### src/rtl/dbg_display_pkg.sv
// Shared encodings for the debug display: source modes, blanking constants and
// the active-low hex-to-segment table ({dp,g,f,e,d,c,b,a}, dp kept off).
package dbg_display_pkg;

   typedef enum logic [1:0] {
      MODE_PC    = 2'd0,
      MODE_REG   = 2'd1,
      MODE_AUTO  = 2'd2,
      MODE_BLANK = 2'd3
   } mode_e;

   localparam logic [7:0] SEG_BLANK = 8'hFF;
   localparam logic [7:0] AN_OFF    = 8'hFF;

   // Entry n is the pattern for hex digit n (entry 15 is written first).
   localparam logic [15:0][7:0] HEX_SEG = {
      8'h8E, 8'h86, 8'hA1, 8'hC6, 8'h83, 8'h88, 8'h90, 8'h80,
      8'hF8, 8'h82, 8'h92, 8'h99, 8'hB0, 8'hA4, 8'hF9, 8'hC0
   };

endpackage

### src/rtl/dbg_display_if.sv
// Debug port between the CPU core and the display controller: the display
// selects a register and observes the PC and the selected register's data.
interface dbg_display_if;

   logic [31:0] PC;
   logic [31:0] reg_data;
   logic [4:0]  reg_sel;

   modport master (input PC, input reg_data, output reg_sel);
   modport slave  (output PC, output reg_data, input reg_sel);

endinterface

### src/rtl/hex7seg.sv
// Combinational nibble to active-low 7-segment pattern decoder {g,f,e,d,c,b,a}.
module hex7seg
   import dbg_display_pkg::*;
(
   input  logic [3:0] nibble_i,
   output logic [6:0] seg_o
);

   assign seg_o = HEX_SEG[nibble_i][6:0];

endmodule

### src/rtl/dbg_display.sv
// Multiplexed 8-digit hex debug display fed from the core's PC or registers.
// Optional debounced single-step pulse when DBG_DISP_STEP_EN is defined.
module dbg_display
   import dbg_display_pkg::*;
#(
   parameter int REFRESH_DIV = 100000,
   parameter int AUTO_DIV    = 50000000,
   parameter int DEB_CYCLES  = 1000000
) (
   input  logic          clk,
   input  logic          rst,
   input  logic [1:0]    mode_i,
   input  logic [4:0]    sw_sel_i,
   dbg_display_if.master dbg,
   output logic [7:0]    an_o,
   output logic [7:0]    seg_o
`ifdef DBG_DISP_STEP_EN
   ,
   input  logic          step_btn_i,
   output logic          cpu_step_o
`endif
);

   localparam int DW = $clog2(REFRESH_DIV);
   localparam int AW = $clog2(AUTO_DIV);
   localparam logic [DW-1:0] DIV_LAST  = DW'(REFRESH_DIV - 1);
   localparam logic [AW-1:0] AUTO_LAST = AW'(AUTO_DIV - 1);

   if (REFRESH_DIV < 2 || AUTO_DIV < 2 || DEB_CYCLES < 2) begin : g_bad_params
      $error("dbg_display: REFRESH_DIV, AUTO_DIV and DEB_CYCLES must be >= 2");
   end

   mode_e mode;
   assign mode = mode_e'(mode_i);

   logic [DW-1:0] divCnt_q, divCnt_d;
   logic [2:0]    dig_q, dig_d, digNext;
   logic [31:0]   shadow_q, shadow_d, frameSrc;
   logic [7:0]    an_q, an_d, seg_q, seg_d;
   logic [4:0]    regSel_q, regSel_d, autoIdx_q, autoIdx_d;
   logic [AW-1:0] autoCnt_q, autoCnt_d;
   logic          tick;
   logic [3:0]    nibble;
   logic [6:0]    hexSeg;

   hex7seg u_hex7seg (
      .nibble_i (nibble),
      .seg_o    (hexSeg)
   );

   // The displayed nibble comes from shadow_d so the latch tick already shows the new frame.
   always_comb begin
      tick     = (divCnt_q == DIV_LAST);
      divCnt_d = tick ? '0 : divCnt_q + DW'(1);
      digNext  = dig_q + 3'd1;
      dig_d    = tick ? digNext : dig_q;

      case (mode)
         MODE_PC:             frameSrc = dbg.PC;
         MODE_REG, MODE_AUTO: frameSrc = dbg.reg_data;
         default:             frameSrc = '0;
      endcase
      shadow_d = (tick && digNext == 3'd0) ? frameSrc : shadow_q;
      nibble   = shadow_d[{digNext, 2'b00} +: 4];

      an_d  = an_q;
      seg_d = seg_q;
      if (tick) begin
         if (mode == MODE_BLANK) begin
            an_d  = AN_OFF;
            seg_d = SEG_BLANK;
         end else begin
            an_d  = ~(8'b1 << digNext);
            seg_d = {1'b1, hexSeg};
         end
      end

      autoCnt_d = autoCnt_q;
      autoIdx_d = autoIdx_q;
      if (mode == MODE_AUTO) begin
         if (autoCnt_q == AUTO_LAST) begin
            autoCnt_d = '0;
            autoIdx_d = autoIdx_q + 5'd1;
         end else begin
            autoCnt_d = autoCnt_q + AW'(1);
         end
      end

      regSel_d = (mode == MODE_REG) ? sw_sel_i : autoIdx_q;
   end

   always_ff @(posedge clk) begin
      if (rst) begin
         divCnt_q  <= '0;
         dig_q     <= 3'd7;
         shadow_q  <= '0;
         an_q      <= AN_OFF;
         seg_q     <= SEG_BLANK;
         regSel_q  <= '0;
         autoIdx_q <= '0;
         autoCnt_q <= '0;
      end else begin
         divCnt_q  <= divCnt_d;
         dig_q     <= dig_d;
         shadow_q  <= shadow_d;
         an_q      <= an_d;
         seg_q     <= seg_d;
         regSel_q  <= regSel_d;
         autoIdx_q <= autoIdx_d;
         autoCnt_q <= autoCnt_d;
      end
   end

   assign an_o        = an_q;
   assign seg_o       = seg_q;
   assign dbg.reg_sel = regSel_q;

`ifdef DBG_DISP_STEP_EN
   localparam int BW = $clog2(DEB_CYCLES);
   localparam logic [BW-1:0] DEB_LAST = BW'(DEB_CYCLES - 1);

   logic [1:0]    sync_q;
   logic [BW-1:0] debCnt_q, debCnt_d;
   logic          debLevel_q, debLevel_d;
   logic          cpuStep_q, cpuStep_d;

   // Any cycle where the synchronized input agrees with the level restarts the count.
   always_comb begin
      debCnt_d   = '0;
      debLevel_d = debLevel_q;
      if (sync_q[1] != debLevel_q) begin
         if (debCnt_q == DEB_LAST) begin
            debLevel_d = sync_q[1];
         end else begin
            debCnt_d = debCnt_q + BW'(1);
         end
      end
      cpuStep_d = debLevel_d & ~debLevel_q;
   end

   always_ff @(posedge clk) begin
      if (rst) begin
         sync_q     <= '0;
         debCnt_q   <= '0;
         debLevel_q <= 1'b0;
         cpuStep_q  <= 1'b0;
      end else begin
         sync_q     <= {sync_q[0], step_btn_i};
         debCnt_q   <= debCnt_d;
         debLevel_q <= debLevel_d;
         cpuStep_q  <= cpuStep_d;
      end
   end

   assign cpu_step_o = cpuStep_q;
`endif

endmodule

### src/flat_wrapper.sv
// flat-port wrapper written by rule: the top's interface ports become plain ports
module dbg_display_flat import dbg_display_pkg::*;
#(
   parameter int REFRESH_DIV = 100000,
   parameter int AUTO_DIV    = 50000000,
   parameter int DEB_CYCLES  = 1000000
)
  (clk, rst, mode_i, sw_sel_i, an_o, seg_o, dbg_PC, dbg_reg_data, dbg_reg_sel);
  dbg_display_if dbg_i ();
  input  logic clk;
  input  logic rst;
  input  logic [1:0] mode_i;
  input  logic [4:0] sw_sel_i;
  output logic [7:0] an_o;
  output logic [7:0] seg_o;
  input wire logic [$bits(dbg_i.PC)-1:0] dbg_PC;
  input wire logic [$bits(dbg_i.reg_data)-1:0] dbg_reg_data;
  output wire logic [$bits(dbg_i.reg_sel)-1:0] dbg_reg_sel;
  assign dbg_i.PC = dbg_PC;
  assign dbg_i.reg_data = dbg_reg_data;
  assign dbg_reg_sel = dbg_i.reg_sel;
  dbg_display #(.REFRESH_DIV(REFRESH_DIV), .AUTO_DIV(AUTO_DIV), .DEB_CYCLES(DEB_CYCLES)) u_core (.clk(clk), .rst(rst), .mode_i(mode_i), .sw_sel_i(sw_sel_i), .dbg(dbg_i), .an_o(an_o), .seg_o(seg_o));
endmodule
### config.mk
export PLATFORM = sky130hd
export DESIGN_NAME = dbg_display_flat
export DESIGN_NICKNAME = d
export VERILOG_FILES = /design/src/rtl/dbg_display_pkg.sv /design/src/rtl/dbg_display_if.sv /design/src/rtl/hex7seg.sv /design/src/rtl/dbg_display.sv /design/src/flat_wrapper.sv
export SDC_FILE = /design/constraint.sdc
export NUM_CORES = 1
export LEC_CHECK = 0
export CAP_MARGIN = 40
export CORE_UTILIZATION = 38
export CTS_CLUSTER_SIZE = 8
export DETAILED_ROUTE_END_ITERATION = 7
export MAX_ROUTING_LAYER = met4
export SKIP_CTS_REPAIR_TIMING = 1
export SLEW_MARGIN = 20
export SYNTH_ARGS = -nofsm -noshare
export SYNTH_HDL_FRONTEND = slang
export SYNTH_SLANG_ARGS = --single-unit
### constraint.sdc
create_clock -name clk -period 4.26 [get_ports clk]
set_input_delay 0.639 -clock clk [delete_from_list [all_inputs] [get_ports clk]]
set_output_delay 0.639 -clock clk [all_outputs]
set_load 0.05 [all_outputs]
==> results of run 1 <==
-- per-layer routing --
layer / vias to the layer above / part of all wire [%]
met2: 132 / 45
met4: 0 / 0.73
met5: - / 0
li1: 2375 / -
met1: 2219 / 48
met3: 7 / 6.5
-- final cells by class --
| class | instances | area [um2] |
|---|---|---|
| Multi-Input combinational cell | 473 | 2963 |
| Inverter | 10 | 37.54 |
| Clock inverter | 7 | 66.31 |
| Clock buffer | 9 | 225.2 |
| Sequential cell | 103 | 2062 |
| Fill cell | 1314 | 6738 |
| Tap cell | 176 | 220.2 |
| Timing Repair Buffer | 108 | 1036 |
-- per-stage QoR --
stage                     hold slack (ns)  total power [W]  instance area [um2]  cells
after floorplan                    0.4176         0.001069                 5228    625
after global placement             0.4318         0.001158                 6319    870
after detailed placement           0.4396         0.001160                 6319    870
after CTS                          0.4530         0.001969                 6610    886
after global routing               0.4614         0.002017                 6610    886
final                              0.4506         0.001946                 6610    886
-- cell usage after synthesis, types with 2 or more instances --
cell      count
dfxtp_1     103
nor2_1       98
nand2_1      54
a21oi_1      41
clkbuf_1     35
xor2_1       28
nand3_1      25
nor3_1       25
a22oi_1      23
ha_1         18
o21ai_0      15
nand4_1      12
xnor2_1      12
a22o_1       10
mux2i_1      10
and3_1        9
inv_1         9
a31oi_1       8
nand2b_1      7
o21bai_1      7
or3_1         7
nor4b_1       6
nor4_1        5
a21o_1        4
and2_1        3
mux4_2        3
nand4b_1      3
o211ai_1      3
or2_2         3
or4bb_1       3
a211oi_1      2
a21oi_2       2
a311oi_1      2
buf_6         2
nor2b_1       2
o22ai_1       2
or4_1         2
-- flip-flops by register name (all words and copies together) (netlist names) --
signal              cells
u_core.an_o             8
u_core.autoCnt_q       26
u_core.autoIdx_q        5
u_core.dbg.reg_sel      5
u_core.dig_q            3
u_core.divCnt_q        17
u_core.seg_o            7
u_core.shadow_q        32
-- critical path, delay by kind of cell, from the launching register on --
kind	cells	cell delay, ns
AND/OR/NAND/NOR	4	0.55
adder cells (fa/ha/maj)	2	0.61
buffers and inverters	2	0.49
XOR/XNOR	1	0.59
AO/OA/AOI/OAI	4	0.87
flip-flops	1	0.45
-- final timing paths --
path,end,cells past startpoint,slack [ns],startpoint
worst max-delay path,u_core.seg_o[1],13,0.53,u_core.dig_q[1]
worst min-delay path,u_core.shadow_q[0],2,0.45,u_core.shadow_q[0]
worst max register to register,u_core.seg_o[1],13,0.53,u_core.dig_q[1]
worst min register to register,u_core.shadow_q[0],2,0.45,u_core.shadow_q[0]
-- cell usage in the layout, fill, tap and decap left out, drive strengths merged, types with 8 or more instances in the layout --
cell type / netlist / final
dfxtp: 103 / 103
xor2: 28 / 28
a22oi: 23 / 23
inv: 9 / 12
a21oi: 43 / 43
buf: 4 / 17
clkdlybuf4s50: 0 / 91
nor3: 25 / 25
nor2: 99 / 99
mux2i: 10 / 10
a31oi: 8 / 8
ha: 18 / 18
xnor2: 12 / 12
o21ai: 16 / 16
a22o: 10 / 10
nand3: 25 / 25
nand4: 12 / 12
and3: 9 / 9
nand2: 54 / 54
clkbuf: 35 / 9
-- power by group through the flow --
| stage | logic [W] | registers [W] | clock network (W) |
|---|---|---|---|
| finish | 0.000167 | 0.000970 | 0.000808 |
| global route | 0.000180 | 0.000971 | 0.000867 |
| CTS | 0.000168 | 0.000970 | 0.000831 |
| detailed placement | 0.000167 | 0.000993 | 0 |
| global placement | 0.000166 | 0.000993 | 0 |
| floorplan | 0.0000721 | 0.000997 | 0 |
-- cell families after synthesis --
| kind of cell | synth area share (%) |
|---|---|
| adder cells (fa/ha/maj) | 4.308 |
| flip-flops | 39.44 |
| other | 0.07174 |
| buffers and inverters | 3.877 |
| AND/OR/NAND/NOR | 24.63 |
| multiplexers | 3.423 |
| XOR/XNOR | 6.702 |
| AO/OA/AOI/OAI | 17.54 |
==> impl_metrics.yaml, run 1 <==
worst_setup_path:
  critPathMaxStageDelay_ns: 0.59
  timing.critical_path.to_type: "flip-flop"
  path_cells: "ha_1 > xor2_1 > nor2_1 > nand3_1 > buf_4 > nand2_1 > a41o_1 > o32ai_2 > inv_1 > ha_1 > and3_1 > a211oi_2 > a21oi_1"
  critPathArrivalTime_ns: 3.94
  cp.required_ns: 4.47
  worstSetupPathType: "reg2reg"
  critPathMostFrequentCell: "ha_1"
  startpoint_type: "flip-flop"
  cp_slowest_cell: "xor2_1"
  worst-path-max-fanout: 37
logic_synthesis:
  yosysSeqAreaShare_pct: 39.44
  syn_nets: 716
  netlist_instances: 625
  netlist_area_mm2: 0.005228
  synth.top_cell.area_share_pct: 39.44
  ys_ff_latch: 103
  synth.avg_cell_area_um2: 8.364
  synth_warnings: 0
  synth-main-ff-cell: "dfxtp_1"
  synth_area_leaders: "dfxtp_1 39%, nor2_1 7.0%, xor2_1 4.7%"
  synth_cell_type_count: 59
  synth_top_cell_by_area: "dfxtp_1"
  synth_edf_count: 0
  synthArstFlopShare_pct: 0
power_and_ir_drop:
  power_density_mw_per_mm2: 294.4
  combPwrFrac_pct: 8.6
  p_sw_w: 0.0004764
  p_int_w: 0.001469
  pwr-share-seq_pct: 49.9
  peakVddDrop_mv: 0.2443
  power.share.clock_pct: 41.5
  p_sw_share_pct: 24.48
  p_leak_nw: 2.416
global_route:
  grt_pass1_wl_um: 22330
  use_met3_pct: 5.460
  grt_pass1_vias: 4461
  grt_overflow: 0
  antenna_found_initial: 0
  grt_use_total_pct: 20.30
  grt_max_degree: 43
  globalRouteMet2Util_pct: 31.14
  grt.busiest_layer: "met2"
  use_met1_pct: 26.74
clocking:
  cts_max_path_buffers: 2
  clk_latency_ns: 0.36
  clkTransAtPathRegs_ns: 0.07
  htreeDepth: 3
  cts_tree: "yes"
  cts_sinks: 103
  numCtsBuffers: 9
  cts_root_buf: "clkbuf_16"
timing:
  tightest_slew_ns: 0.8232
  relSlewSlack_pct: 45.12
  worst_slack_ns: 0.5293
  setup_viol: 0
  final.min_clock_period_ns: 3.731
  rsz0062_at_grt: "no"
  finalCritPeriodShare_pct: 87.57
  worst_clock_skew_ns: 0.01141
  fmax_mhz: 268.0
  hold_viol_final: 0
  final_max_slew_viol_count: 0
  finalSetupTns_ns: 0
detailed_routing:
  ant_nets: 0
  drt_pass1_iterations: 5
  vias: 4733
  avgRoutedWirePerCell_um: 15.27
  drt_iter0_markers: 204
  drc_errors: 0
  viasPerCell: 5.342
  routed_wl_um: 13530
finish:
  area_growth_pct: 26.45
  postLayoutCoreUtil_pct: 49.52
  diodes: 0
  final_nets: 796
  drive_above_1_share_pct: 7.183
die:
  start_util_pct: 39.16
  dieHeight_um: 119.3
  rows: 42
  die_w_um: 119.3
  dieArea_mm2: 0.01423
  ios: 94
  coreArea_mm2: 0.01335
status:
  status: "finished, final reports clean"
placed_design:
  routabilityCongestion: 0.8829
  place_ws_ns: 0.2965
  io_buffers: 92
  dp_hpwl_um: 9910
job:
  maxCapViolations: 0
hold_path:
  min_path_type: "reg2reg"
Power figures use the tool's default switching activity.
==> run 2, diff against run 1 <==
--- a/config.mk
+++ b/config.mk
@@ -5,7 +5,7 @@
 export SDC_FILE = /design/constraint.sdc
 export NUM_CORES = 1
 export LEC_CHECK = 0
-export CAP_MARGIN = 40
+export CAP_MARGIN = 20
 export CORE_UTILIZATION = 38
 export CTS_CLUSTER_SIZE = 8
 export DETAILED_ROUTE_END_ITERATION = 7
==> results of run 2 <==
The final DEF is identical to that of run 1; final timing and power are the same.
==> run 3, diff against run 2 <==
--- a/config.mk
+++ b/config.mk
@@ -7,7 +7,6 @@
 export LEC_CHECK = 0
 export CAP_MARGIN = 20
 export CORE_UTILIZATION = 38
-export CTS_CLUSTER_SIZE = 8
 export DETAILED_ROUTE_END_ITERATION = 7
 export MAX_ROUTING_LAYER = met4
 export SKIP_CTS_REPAIR_TIMING = 1
==> results of run 3 <==
The final DEF is identical to that of run 1; final timing and power are the same.
